### config.mk
export PLATFORM = sky130hd
export DESIGN_NAME = gtlb_arbiter
export DESIGN_NICKNAME = d
export VERILOG_FILES = /design/src/rtl/gtlb_arbiter_pkg.sv /design/src/rtl/gtlb_arbiter_rr_arb_2.sv /design/src/rtl/gtlb_arbiter.sv
export SDC_FILE = /design/constraint.sdc
export NUM_CORES = 1
export LEC_CHECK = 0
export ABC_AREA = 1
export CAP_MARGIN = 40
export CORE_AREA = 2 2 229 231
export CTS_BUF_LIST = sky130_fd_sc_hd__clkbuf_8
export CTS_CLUSTER_DIAMETER = 100
export DETAILED_ROUTE_END_ITERATION = 16
export DIE_AREA = 0 0 231 233
export GPL_TIMING_DRIVEN = 1
export PLACE_DENSITY = 0.53
export SLEW_MARGIN = 25
export SYNTH_ARGS = -nofsm -noshare
export SYNTH_HDL_FRONTEND = slang
export SYNTH_SLANG_ARGS = --single-unit
### constraint.sdc
create_clock -name clk_i -period 26.7 [get_ports clk_i]
set_clock_uncertainty 0.05 [all_clocks]
set_input_delay 5.34 -clock clk_i [delete_from_list [all_inputs] [get_ports clk_i]]
set_output_delay 5.34 -clock clk_i [all_outputs]
set_load 0.1 [all_outputs]
### src/rtl/gtlb_arbiter_pkg.sv
// Shared types for the G-stage TLB arbiter: PTE layout, GTLB refill record
// and controller state encoding.
package gtlb_arbiter_pkg;

    localparam int unsigned GPLEN          = 41;
    localparam int unsigned GPPN_WIDTH     = GPLEN - 12;
    localparam int unsigned VMID_MAX_WIDTH = 14;

    typedef struct packed {
        logic [9:0]  reserved;
        logic [43:0] ppn;
        logic [1:0]  rsw;
        logic        d;
        logic        a;
        logic        g;
        logic        u;
        logic        x;
        logic        w;
        logic        r;
        logic        v;
    } pte_t;

    typedef struct packed {
        logic                      valid;
        logic                      is_2M;
        logic                      is_1G;
        logic [GPPN_WIDTH-1:0]     gppn;
        logic [VMID_MAX_WIDTH-1:0] vmid;
        pte_t                      content;
    } gtlb_update_t;

    typedef enum logic [2:0] {
        IDLE,
        LOOKUP,
        WALK_REQ,
        WALK_WAIT,
        RESP,
        FENCE
    } gtlb_arb_state_e;

    function automatic logic [1:0] port_mask(input logic id);
        return id ? 2'b10 : 2'b01;
    endfunction

endpackage

### src/rtl/gtlb_arbiter_rr_arb_2.sv
// Two-requester round-robin arbiter; the pointer moves to the losing side
// after every grant so simultaneous requesters alternate.
module rr_arb_2 (
    input  logic       clk_i,
    input  logic       rst_i,
    input  logic [1:0] req_i,
    input  logic       en_i,
    output logic [1:0] gnt_o,
    output logic       id_o
);

    logic ptr_q, ptr_d;

    always_comb begin
        id_o  = req_i[ptr_q] ? ptr_q : ~ptr_q;
        gnt_o = '0;
        ptr_d = ptr_q;
        if (en_i && (req_i != 2'b00)) begin
            gnt_o = id_o ? 2'b10 : 2'b01;
            ptr_d = ~id_o;
        end
    end

    always_ff @(posedge clk_i or posedge rst_i) begin
        if (rst_i) begin
            ptr_q <= 1'b0;
        end else begin
            ptr_q <= ptr_d;
        end
    end

endmodule

### src/rtl/gtlb_arbiter.sv
// Shares the G-stage TLB between the instruction and data/VS-walker
// requesters: lookup, walk on miss with refill, and serialised HFENCE flushes.
module gtlb_arbiter
    import gtlb_arbiter_pkg::*;
#(
    parameter int unsigned VMID_WIDTH = 1
) (
    input  logic                           clk_i,
    input  logic                           rst_i,
    input  logic [1:0]                     req_valid_i,
    input  logic [1:0][GPLEN-1:0]          req_gpaddr_i,
    input  logic [1:0][VMID_WIDTH-1:0]     req_vmid_i,
    output logic [1:0]                     req_ready_o,
    output logic [1:0]                     rsp_valid_o,
    output pte_t                           rsp_pte_o,
    output logic                           rsp_is_2M_o,
    output logic                           rsp_is_1G_o,
    output logic                           rsp_err_o,
    input  logic                           fence_valid_i,
    output logic                           fence_ready_o,
    input  logic                           fence_is_vvma_i,
    input  logic [VMID_WIDTH-1:0]          fence_vmid_i,
    input  logic [GPLEN-1:0]               fence_gpaddr_i,
    output logic                           gtlb_access_o,
    output logic [VMID_WIDTH-1:0]          gtlb_vmid_o,
    output logic [GPLEN-1:0]               gtlb_gpaddr_o,
    input  logic                           gtlb_hit_i,
    input  pte_t                           gtlb_content_i,
    input  logic                           gtlb_is_2M_i,
    input  logic                           gtlb_is_1G_i,
    output logic                           gtlb_flush_o,
    output logic                           gtlb_flush_vvma_o,
    output logic [VMID_WIDTH-1:0]          gtlb_flush_vmid_o,
    output logic [GPLEN-1:0]               gtlb_flush_gpaddr_o,
    output gtlb_update_t                   gtlb_update_o,
    output logic                           walk_req_valid_o,
    input  logic                           walk_req_ready_i,
    output logic [GPLEN-1:0]               walk_gpaddr_o,
    output logic [VMID_WIDTH-1:0]          walk_vmid_o,
    input  logic                           walk_rsp_valid_i,
    input  pte_t                           walk_rsp_pte_i,
    input  logic                           walk_rsp_is_2M_i,
    input  logic                           walk_rsp_is_1G_i,
    input  logic                           walk_rsp_err_i
);

    gtlb_arb_state_e state_q, state_d;

    logic [GPLEN-1:0]      req_gpaddr_q, req_gpaddr_d;
    logic [VMID_WIDTH-1:0] req_vmid_q, req_vmid_d;
    logic                  id_q, id_d;
    logic [VMID_WIDTH-1:0] fence_vmid_q, fence_vmid_d;

    logic [1:0]            rsp_valid_q, rsp_valid_d;
    pte_t                  rsp_pte_q, rsp_pte_d;
    logic                  rsp_is_2M_q, rsp_is_2M_d;
    logic                  rsp_is_1G_q, rsp_is_1G_d;
    logic                  rsp_err_q, rsp_err_d;
    gtlb_update_t          update_q, update_d;
    logic                  walk_valid_q, walk_valid_d;
    logic [GPLEN-1:0]      walk_gpaddr_q, walk_gpaddr_d;
    logic [VMID_WIDTH-1:0] walk_vmid_q, walk_vmid_d;
    logic                  flush_q, flush_d;
    logic                  flush_vvma_q, flush_vvma_d;
    logic [VMID_WIDTH-1:0] flush_vmid_q, flush_vmid_d;
    logic [GPLEN-1:0]      flush_gpaddr_q, flush_gpaddr_d;

    logic       arb_en;
    logic [1:0] arb_gnt;
    logic       arb_id;

    rr_arb_2 u_rr (
        .clk_i (clk_i),
        .rst_i (rst_i),
        .req_i (req_valid_i),
        .en_i  (arb_en),
        .gnt_o (arb_gnt),
        .id_o  (arb_id)
    );

    // Ready strobes are masked during reset so every output reads zero.
    always_comb begin
        arb_en        = (state_q == IDLE) && !fence_valid_i && !rst_i;
        fence_ready_o = (state_q == IDLE) && !rst_i;
        req_ready_o   = arb_gnt;
        gtlb_access_o = (state_q == LOOKUP);
        gtlb_gpaddr_o = gtlb_access_o ? req_gpaddr_q : '0;
        gtlb_vmid_o   = '0;
        if (gtlb_access_o) begin
            gtlb_vmid_o = req_vmid_q;
        end else if (flush_vvma_q) begin
            gtlb_vmid_o = fence_vmid_q;
        end
    end

    always_comb begin
        state_d        = state_q;
        req_gpaddr_d   = req_gpaddr_q;
        req_vmid_d     = req_vmid_q;
        id_d           = id_q;
        fence_vmid_d   = fence_vmid_q;
        rsp_valid_d    = '0;
        rsp_pte_d      = rsp_pte_q;
        rsp_is_2M_d    = rsp_is_2M_q;
        rsp_is_1G_d    = rsp_is_1G_q;
        rsp_err_d      = rsp_err_q;
        update_d       = '0;
        walk_valid_d   = 1'b0;
        walk_gpaddr_d  = '0;
        walk_vmid_d    = '0;
        flush_d        = 1'b0;
        flush_vvma_d   = 1'b0;
        flush_vmid_d   = '0;
        flush_gpaddr_d = '0;

        unique case (state_q)
            IDLE: begin
                if (fence_valid_i) begin
                    fence_vmid_d = fence_vmid_i;
                    state_d      = FENCE;
                    if (fence_is_vvma_i) begin
                        flush_vvma_d = 1'b1;
                    end else begin
                        flush_d        = 1'b1;
                        flush_vmid_d   = fence_vmid_i;
                        flush_gpaddr_d = fence_gpaddr_i;
                    end
                end else if (arb_gnt != 2'b00) begin
                    req_gpaddr_d = req_gpaddr_i[arb_id];
                    req_vmid_d   = req_vmid_i[arb_id];
                    id_d         = arb_id;
                    state_d      = LOOKUP;
                end
            end
            LOOKUP: begin
                if (gtlb_hit_i) begin
                    rsp_valid_d = port_mask(id_q);
                    rsp_pte_d   = gtlb_content_i;
                    rsp_is_2M_d = gtlb_is_2M_i;
                    rsp_is_1G_d = gtlb_is_1G_i;
                    rsp_err_d   = 1'b0;
                    state_d     = RESP;
                end else begin
                    walk_valid_d  = 1'b1;
                    walk_gpaddr_d = req_gpaddr_q;
                    walk_vmid_d   = req_vmid_q;
                    state_d       = WALK_REQ;
                end
            end
            WALK_REQ: begin
                if (walk_req_ready_i) begin
                    state_d = WALK_WAIT;
                end else begin
                    walk_valid_d  = 1'b1;
                    walk_gpaddr_d = req_gpaddr_q;
                    walk_vmid_d   = req_vmid_q;
                end
            end
            WALK_WAIT: begin
                if (walk_rsp_valid_i) begin
                    rsp_valid_d = port_mask(id_q);
                    rsp_pte_d   = walk_rsp_pte_i;
                    rsp_is_2M_d = walk_rsp_is_2M_i;
                    rsp_is_1G_d = walk_rsp_is_1G_i;
                    rsp_err_d   = walk_rsp_err_i;
                    state_d     = RESP;
                    if (!walk_rsp_err_i) begin
                        update_d.valid   = 1'b1;
                        update_d.is_2M   = walk_rsp_is_2M_i;
                        update_d.is_1G   = walk_rsp_is_1G_i;
                        update_d.gppn    = req_gpaddr_q[GPLEN-1:12];
                        update_d.vmid    = VMID_MAX_WIDTH'(req_vmid_q);
                        update_d.content = walk_rsp_pte_i;
                    end
                end
            end
            RESP:    state_d = IDLE;
            FENCE:   state_d = IDLE;
            default: state_d = IDLE;
        endcase
    end

    always_ff @(posedge clk_i or posedge rst_i) begin
        if (rst_i) begin
            state_q        <= IDLE;
            req_gpaddr_q   <= '0;
            req_vmid_q     <= '0;
            id_q           <= 1'b0;
            fence_vmid_q   <= '0;
            rsp_valid_q    <= '0;
            rsp_pte_q      <= '0;
            rsp_is_2M_q    <= 1'b0;
            rsp_is_1G_q    <= 1'b0;
            rsp_err_q      <= 1'b0;
            update_q       <= '0;
            walk_valid_q   <= 1'b0;
            walk_gpaddr_q  <= '0;
            walk_vmid_q    <= '0;
            flush_q        <= 1'b0;
            flush_vvma_q   <= 1'b0;
            flush_vmid_q   <= '0;
            flush_gpaddr_q <= '0;
        end else begin
            state_q        <= state_d;
            req_gpaddr_q   <= req_gpaddr_d;
            req_vmid_q     <= req_vmid_d;
            id_q           <= id_d;
            fence_vmid_q   <= fence_vmid_d;
            rsp_valid_q    <= rsp_valid_d;
            rsp_pte_q      <= rsp_pte_d;
            rsp_is_2M_q    <= rsp_is_2M_d;
            rsp_is_1G_q    <= rsp_is_1G_d;
            rsp_err_q      <= rsp_err_d;
            update_q       <= update_d;
            walk_valid_q   <= walk_valid_d;
            walk_gpaddr_q  <= walk_gpaddr_d;
            walk_vmid_q    <= walk_vmid_d;
            flush_q        <= flush_d;
            flush_vvma_q   <= flush_vvma_d;
            flush_vmid_q   <= flush_vmid_d;
            flush_gpaddr_q <= flush_gpaddr_d;
        end
    end

    assign rsp_valid_o         = rsp_valid_q;
    assign rsp_pte_o           = rsp_pte_q;
    assign rsp_is_2M_o         = rsp_is_2M_q;
    assign rsp_is_1G_o         = rsp_is_1G_q;
    assign rsp_err_o           = rsp_err_q;
    assign gtlb_update_o       = update_q;
    assign walk_req_valid_o    = walk_valid_q;
    assign walk_gpaddr_o       = walk_gpaddr_q;
    assign walk_vmid_o         = walk_vmid_q;
    assign gtlb_flush_o        = flush_q;
    assign gtlb_flush_vvma_o   = flush_vvma_q;
    assign gtlb_flush_vmid_o   = flush_vmid_q;
    assign gtlb_flush_gpaddr_o = flush_gpaddr_q;

endmodule
==> flow_summary.yaml, run 1 <==
placed_design:
  routabilityCongestion: 0.880
  port_buffers: 566
  dp_hpwl_um: 39700
  place_area_mm2: 0.0253
synthesis:
  synth_top_cell_by_area: "dfrtp_1"
  async_reset_ff_share_pct: 100
  synth.most_common_cell: "nand2_1"
  ys_types: 20
  synth_cells: 1424
  synthFlopType: "dfrtp_1"
  netlist.area_leader.share_pct: 61.8
  synthTopCellsByArea: "dfrtp_1, nand2_1, nor2_1"
  syn_avg_cell_area_um2: 8.56
  synth_common_cells: "nand2_1, dfrtp_1, nor2_1"
  synth_edf_count: 0
  ys_ff_latch: 301
  syn-cell-area_mm2: 0.0122
  yosysWarningCount: 0
  yosysSeqAreaShare_pct: 61.8
global_route:
  grt_pass1_vias: 13717
  grt_pass1_wl_um: 79400
  grt_max_degree: 114
  overflow: 0
  grt_usage_pct: 19.2
  antenna_found_initial: 4
status:
  status: "complete, no violations"
timing:
  min_period_ps: 13810
  fin_tns_setup_ps: 0
  finalHoldViolations: 0
  tightest_slew_ps: 811
  layout_worst_path_cycle_share_pct: 51.7
  finalSetupViolations: 0
  fmax_mhz: 72.4
  rsz0062_at_grt: "false"
  relSlewSlack_pct: 45.9
  final_max_slew_viol_count: 0
power:
  power.density_mw_per_mm2: 106
  seqPwrFrac_pct: 22.0
  pwr-share-comb_pct: 61.9
  swShare_pct: 47.0
  switchingPower_mw: 1.32
  p_leak_nw: 12.8
  p_int_mw: 1.49
  power.total_mw: 2.81
  pwr-share-clk_pct: 16.1
  ir_drop_mv: 0.0811
final_layout:
  final_util_pct: 51.9
  drive_above_1_share_pct: 17.9
  syn2layout_area_growth_pct: 118
  nets: 2545
  fillerInstances: 4256
  fin_area_mm2: 0.0265
cts:
  clock-sinks: 301
  cts_root_buffer: "clkbuf_8"
  h-tree-depth: 2
  hold_buffers: 0
  cts_max_path_buffers: 3
  cts_resized: 0
  post_cts_buffers: 0
  cts_buffers: 52
  clk_latency_ps: 610
  cts_tree: "done"
  clk_pin_slew_ps: 60
hold_path:
  hold_path_depth: 2
  min_to: "req_gpaddr_q[16]"
  hp-class: "reg -> reg"
  worstHoldStart: "req_gpaddr_q[16]"
worst_setup_path:
  crit_type: "in -> out"
  start_kind: "input pin"
  r2r-end: "rsp_pte_o[55]"
  r2r_cells: 8
  critPathMaxFanout: 69
  reg2reg_from: "state_q[1]"
  critPathCaptureType: "primary output"
  worstPathRequired_ps: 21310
  cp.arrival_ps: 8420
  rrSetupSlack_ps: 23910
routing:
  first_iter_violations: 667
  vias_per_cell: 4.21
  wl_um: 52100
  post_drt_wl_per_cell_um: 17.4
  drc: 0
  via_count: 12639
  ant_nets: 0
  dr.pass1.iters: 5
floorplan:
  io_pins: 580
  start_util_pct: 23.9
  dieArea_mm2: 0.0538
  die_h_um: 233
  die_x_um: 231
  rows: 83
  core-area_mm2: 0.0511
job:
  max-cap-violations: 0
-- final cells by class --
cell class                      count  area, um^2  share of cell area [%]
Sequential cell                   301        7530                    28.4
Multi-Input combinational cell    868        3610                    13.6
Inverter                          173         661                    2.49
Timing Repair Buffer              881       12700                    47.9
Clock inverter                     23         153                   0.576
Clock buffer                       72         991                    3.74
Tap cell                          680         851                    3.21
Antenna cell                        1        2.50                 0.00944
-- critical path: stages --
cell and delay (ps):
clkdlybuf4s50_1 510, inv_8 300, buf_16 340, o21ai_4 270, nor2_4 440, buf_16 230
nand2_1 110, inv_1 90, clkdlybuf4s50_1 510, buf_8 200
-- power by group through the flow --
stage          Clock [mW]  Sequential [mW]  Combinational [mW]
2_1_floorplan           0             1.13               0.396
3_3_place_gp            0            0.622                1.25
3_5_place_dp            0            0.626                1.75
4_1_cts             0.471            0.619                1.75
5_1_grt             0.488            0.631                1.82
6_report            0.454            0.618                1.74
-- layer usage --
layer	vias to the layer above	global-route usage, %	wire [um]
li1	5988	-	-
met1	6058	22.0	20200
met2	481	34.5	26700
met3	106	4.46	3310
met4	6	7.36	1770
met5	-	0	38
-- cell families (layout without fill, tap and decap cells) --
group                  Yosys count  count (layout)  share of synthesized area, %
buffers and inverters          267            1149                          9.21
AND/OR/NAND/NOR                698             698                          22.5
flip-flops                     301             301                          61.8
AO/OA/AOI/OAI                  157             157                          6.47
other                            1              14                        0.0308
-- per-stage QoR --
step / hold slack (ps) / worst slack (ps) / cells
2_1_floorplan: 366 / 6770 / 1436
3_3_place_gp: 421 / 11920 / 2599
4_1_cts: 451 / 12730 / 2994
3_5_place_dp: 437 / 12740 / 2899
6_report: 447 / 12890 / 2999
5_1_grt: 471 / 12610 / 2999
-- registers in the layout, summed over array words and instances (netlist names) --
name	count
rsp_err_o	1
gtlb_flush_vmid_o	1
gtlb_flush_o	1
gtlb_update_o	97
req_vmid_q	1
fence_vmid_q	1
state_q	3
rsp_is_2M_o	1
id_q	1
walk_req_valid_o	1
gtlb_flush_gpaddr_o	41
rsp_is_1G_o	1
rsp_pte_o	64
gtlb_flush_vvma_o	1
walk_gpaddr_o	41
walk_vmid_o	1
req_gpaddr_q	41
rsp_valid_o	2
u_rr.ptr_q	1
-- worst max path at each step --
stage,startpoint,end,depth (start not counted)
after global routing,rst_i,req_ready_o[1],10
after CTS,rst_i,req_ready_o[1],9
final,rst_i,req_ready_o[0],10
after floorplan,rst_i,req_ready_o[0],5
after detailed placement,rst_i,req_ready_o[0],9
after global placement,rst_i,req_ready_o[1],7
-- cell usage in the layout, fill, tap and decap left out, types with 4 or more instances in the layout --
cell / netlist / layout
clkdlybuf4s50_1: 0 / 562
nand2_1: 432 / 430
dfrtp_1: 301 / 301
buf_16: 0 / 192
nor2_1: 187 / 187
inv_1: 169 / 182
buf_8: 0 / 110
o21ai_0: 87 / 87
clkbuf_8: 0 / 72
nand3_1: 72 / 70
a21oi_1: 42 / 42
o21ai_1: 27 / 26
conb_1: 1 / 13
buf_4: 15 / 13
clkinv_2: 0 / 6
nand2_2: 3 / 4
No activity file was read; power rests on OpenSTA's default activity.
==> run 2: changes to the inputs <==
Settings changed: CORE_AREA 2 2 229 231 to 2 2 226 228, DIE_AREA 0 0 231 233 to 0 0 228 230, PLACE_DENSITY 0.53 to 0.55.
Clock period 26.7 ns to 12.84 ns, I/O delays scaled along.
==> flow_summary.yaml, run 2 (same netlist as run 1, synthesis figures left out) <==
timing:
  fmax_mhz: 123
  finalHoldViolations: 0
  layout_worst_path_cycle_share_pct: 63.3
  final_max_slew_viol_count: 0
  min_period_ps: 8130
  relSlewSlack_pct: 44.1
  tightest_slew_ps: 838
  rsz0062_at_grt: "false"
  fin_tns_setup_ps: 0
  finalSetupViolations: 0
power:
  p_leak_nw: 12.8
  power.density_mw_per_mm2: 221
  ir_drop_mv: 0.140
  power.total_mw: 5.81
hold_path:
  hp-class: "reg -> reg"
cts:
  h-tree-depth: 2
  clk_pin_slew_ps: 60
  cts_root_buffer: "clkbuf_8"
  cts_max_path_buffers: 3
  cts_buffers: 55
  cts_resized: 0
  cts_tree: "done"
  hold_buffers: 0
  post_cts_buffers: 0
  clock-sinks: 301
  clk_latency_ps: 620
routing:
  vias_per_cell: 4.25
  via_count: 12788
  dr.pass1.iters: 5
  post_drt_wl_per_cell_um: 17.4
  ant_nets: 0
  wl_um: 52300
  drc: 0
  first_iter_violations: 613
global_route:
  grt_max_degree: 69
  top_usage_layer: "met2"
  use_met1_pct: 23.0
  grt_pass1_wl_um: 81300
  grt_pass1_vias: 13986
  grt_usage_pct: 19.8
  overflow: 0
  antenna_found_initial: 7
  met3_usage_pct: 5.57
  met2_usage_pct: 34.3
floorplan:
  rows: 82
  io_pins: 580
  start_util_pct: 24.4
  die_h_um: 230
  core-area_mm2: 0.0499
  die_x_um: 228
  dieArea_mm2: 0.0524
worst_setup_path:
  critPathCaptureType: "primary output"
  cp.arrival_ps: 5510
  crit_type: "in -> out"
  start_kind: "input pin"
  worstPathRequired_ps: 10220
  critPathMaxFanout: 30
  rrSetupSlack_ps: 10350
status:
  status: "complete, no violations"
job:
  max-cap-violations: 0
final_layout:
  nets: 2553
  final_cell_mix: "clkdlybuf4s50_1, nand2_1, dfrtp_1"
  fin_area_mm2: 0.0263
  final_common_cell: "clkdlybuf4s50_1"
  fillerInstances: 4149
  drive_above_1_share_pct: 17.9
  largest_reg_flops: 97
  syn2layout_area_growth_pct: 116
placed_design:
  place_area_mm2: 0.0251
  dp_hpwl_um: 39900
  port_buffers: 566
  routabilityCongestion: 0.851
-- run 2: changes by cell type in the layout (fill, tap and decap cells not counted) --
cell,change
inv_1,+6
clkbuf_8,-5
diode_2,+4
clkinv_1,+1
inv_6,+1
clkinvlp_4,+3
clkinv_2,+1
buf_8,+24
inv_8,-1
buf_12,+3
clkdlybuf4s50_1,+2
buf_16,-24
-- run 2: worst paths after layout --
path / startpoint / endpoint / depth (start not counted)
worst max-delay path: rst_i / req_ready_o[1] / 9
worst min-delay path: req_gpaddr_q[40] / req_gpaddr_q[40] / 2
worst max register to register: state_q[1] / rsp_is_2M_o / 8
worst min register to register: req_gpaddr_q[40] / req_gpaddr_q[40] / 2
max in group asynchronous: rst_i / walk_gpaddr_o[3] / 6
min in group asynchronous: rst_i / gtlb_flush_gpaddr_o[29] / 2
-- run 2: through the flow --
stage                     utilization, %  hold slack (ps)  std cells  worst slack (ps)
after floorplan                        -              366       1436              1230
after global placement              36.9              422       2593              3820
after detailed placement            50.3              437       2898              4640
after CTS                           52.6              451       2999              4620
after global routing                52.7              470       3004              4450
final                               52.7              449       3006              4710
-- run 2: area by class of cell --
class	instances	area, um^2	area share (%)
timing repair buffer	886	12500	47.5
sequential	301	7530	28.7
multi-input combinational	868	3610	13.7
clock buffer	67	922	3.51
tap	672	841	3.20
inverter	173	656	2.50
clock inverter	34	209	0.795
antenna	5	12.5	0.0476
-- run 2: report_power, final --
part	switching, mW	internal (mW)	leakage, nW
registers	0.110	1.17	4.03
clock network	0.421	0.513	0.649
logic	2.23	1.36	8.08
total	2.76	3.05	12.8
-- run 2: worst max-delay path: stages --
cell	delay [ps]
clkdlybuf4s50_1	470
clkinvlp_4	500
o21ai_4	320
nor2_4	490
buf_16	230
nand2_1	90
inv_1	80
clkdlybuf4s50_1	530
buf_8	210
-- run 2: metal layers --
| metal | vias to the layer above | routed length [um] |
|---|---|---|
| li1 | 6021 | - |
| met1 | 6060 | 20200 |
| met2 | 588 | 26400 |
| met4 | 4 | 1760 |
| met3 | 115 | 3870 |
| met5 | - | 31 |
==> run 3: changes to the inputs <==
Settings changed: CORE_AREA 2 2 226 228 to 2 2 224 226, DIE_AREA 0 0 228 230 to 0 0 226 228, PLACE_DENSITY 0.55 to 0.57.
Clock period 12.84 ns to 7.1 ns, I/O delays scaled along.
==> flow_summary.yaml, run 3 (same netlist as run 1, synthesis figures left out) <==
status:
  status: "complete, no violations"
final_layout:
  final_cell_mix: "clkdlybuf4s50_1, nand2_1, dfrtp_1"
  final_common_cell: "clkdlybuf4s50_1"
  nets: 2541
  final_util_pct: 52.7
  syn2layout_area_growth_pct: 113
  fillerInstances: 4001
  largest_reg_flops: 97
  stdcell_count: 2989
  drive_above_1_share_pct: 17.8
power:
  p_leak_nw: 12.6
  ir_drop_mv: 0.294
  power.density_mw_per_mm2: 402
routing:
  wl_um: 53000
  dr.pass1.iters: 5
  drc: 0
  vias_per_cell: 4.34
  via_count: 12966
  post_drt_wl_per_cell_um: 17.7
  ant_nets: 0
  first_iter_violations: 834
worst_setup_path:
  crit_slowest_cell: "clkinvlp_4"
  path_cells: "clkdlybuf4s50_1, clkinvlp_4, o21ai_4, buf_4, nor2_4, nand2_1, inv_1, buf_4"
  start_kind: "input pin"
  critPathMaxFanout: 46
  slowest_delay_ps: 590
  crit_top_cell: "buf_4"
  crit_type: "in -> out"
  critPathCaptureType: "primary output"
  cp.arrival_ps: 3710
  worstPathRequired_ps: 5630
cts:
  clk_pin_slew_ps: 70
  h-tree-depth: 2
  clk_latency_ps: 590
  cts_tree: "done"
  cts_resized: 0
  cts_max_path_buffers: 3
  clock-sinks: 301
  post_cts_buffers: 0
  cts_root_buffer: "clkbuf_8"
  hold_buffers: 0
  cts_buffers: 51
timing:
  min_period_ps: 5180
  rsz0062_at_grt: "false"
  finalSetupViolations: 0
  tightest_slew_ps: 982
  fmax_mhz: 193
  layout_worst_path_cycle_share_pct: 73.0
  fin_ws_ps: 1920
  final_max_slew_viol_count: 0
  hold_ws_ps: 433
  relSlewSlack_pct: 34.5
  fin_tns_setup_ps: 0
  finalHoldViolations: 0
global_route:
  grt_usage_pct: 20.6
  grt_max_degree: 159
  overflow: 0
  grt_pass1_vias: 13954
  grt_pass1_wl_um: 81200
  antenna_found_initial: 8
floorplan:
  start_util_pct: 24.7
  dieArea_mm2: 0.0515
  io_pins: 580
  die_h_um: 228
  rows: 82
  die_x_um: 226
  core-area_mm2: 0.0493
placed_design:
  preCtsSetupSlack_ps: 1860
  dp_hpwl_um: 40200
  place_inst: 2890
  routabilityCongestion: 0.851
  port_buffers: 566
job:
  max-cap-violations: 0
hold_path:
  hp-class: "reg -> reg"
[run 3: changes by cell type in the layout (fill, tap and decap cells not counted), moves of 2 or more]
cell             change
buf_16               -7
buf_12               -2
buf_4                +5
inv_1                -6
clkbuf_8             +3
clkinvlp_4           -2
clkdlybuf4s50_1      -4
clkinv_2             -3
[run 3: final timing paths]
check,startpoint,endpoint,slack (ps),cells past startpoint
max,rst_i,req_ready_o[1],1920,8
min,id_q,rsp_valid_o[0],430,1
max reg2reg,state_q[1],rsp_valid_o[0],4230,7
min reg2reg,id_q,rsp_valid_o[0],430,1
max in group asynchronous,rst_i,rsp_is_2M_o,3960,5
min in group asynchronous,rst_i,req_gpaddr_q[40],1290,2
[run 3: stage by stage]
stage | power, mW | cell area (um^2)
final | 10.5 | 26000
after global routing | 10.9 | 26000
after CTS | 10.5 | 25900
after detailed placement | 8.82 | 24800
after global placement | 7.02 | 18400
after floorplan | 5.74 | 12200
[run 3: area by class of cell]
cell class / count / area [um^2] / share of cell area [%]
well taps: 672 / 841 / 3.23
clock inverters: 22 / 148 / 0.568
diodes: 5 / 12.5 / 0.0481
inverters: 173 / 656 / 2.52
multi-input cells: 868 / 3610 / 13.9
flip-flops and latches: 301 / 7530 / 29.0
repair buffers: 878 / 12200 / 47.1
clock buffers: 70 / 963 / 3.70
[run 3: worst max-delay path: cells and delay by family]
kind                   cells  cell delay (ps)
buffers and inverters      5             1850
AND/OR/NAND/NOR            2              190
AO/OA/AOI/OAI              1              200
[run 3: report_power, final]
| part | switching [mW] | internal [mW] |
|---|---|---|
| clock network | 0.723 | 0.946 |
| registers | 0.200 | 2.12 |
| logic | 4.05 | 2.42 |
[run 3: layer usage]
metal	GRT usage [%]	vias to the layer above	share of wire, %
met3	4.83	144	7.4
met5	0	-	0.015
met4	10.4	2	5.0
met1	23.7	6208	38
met2	35.4	630	50
li1	-	5982	-
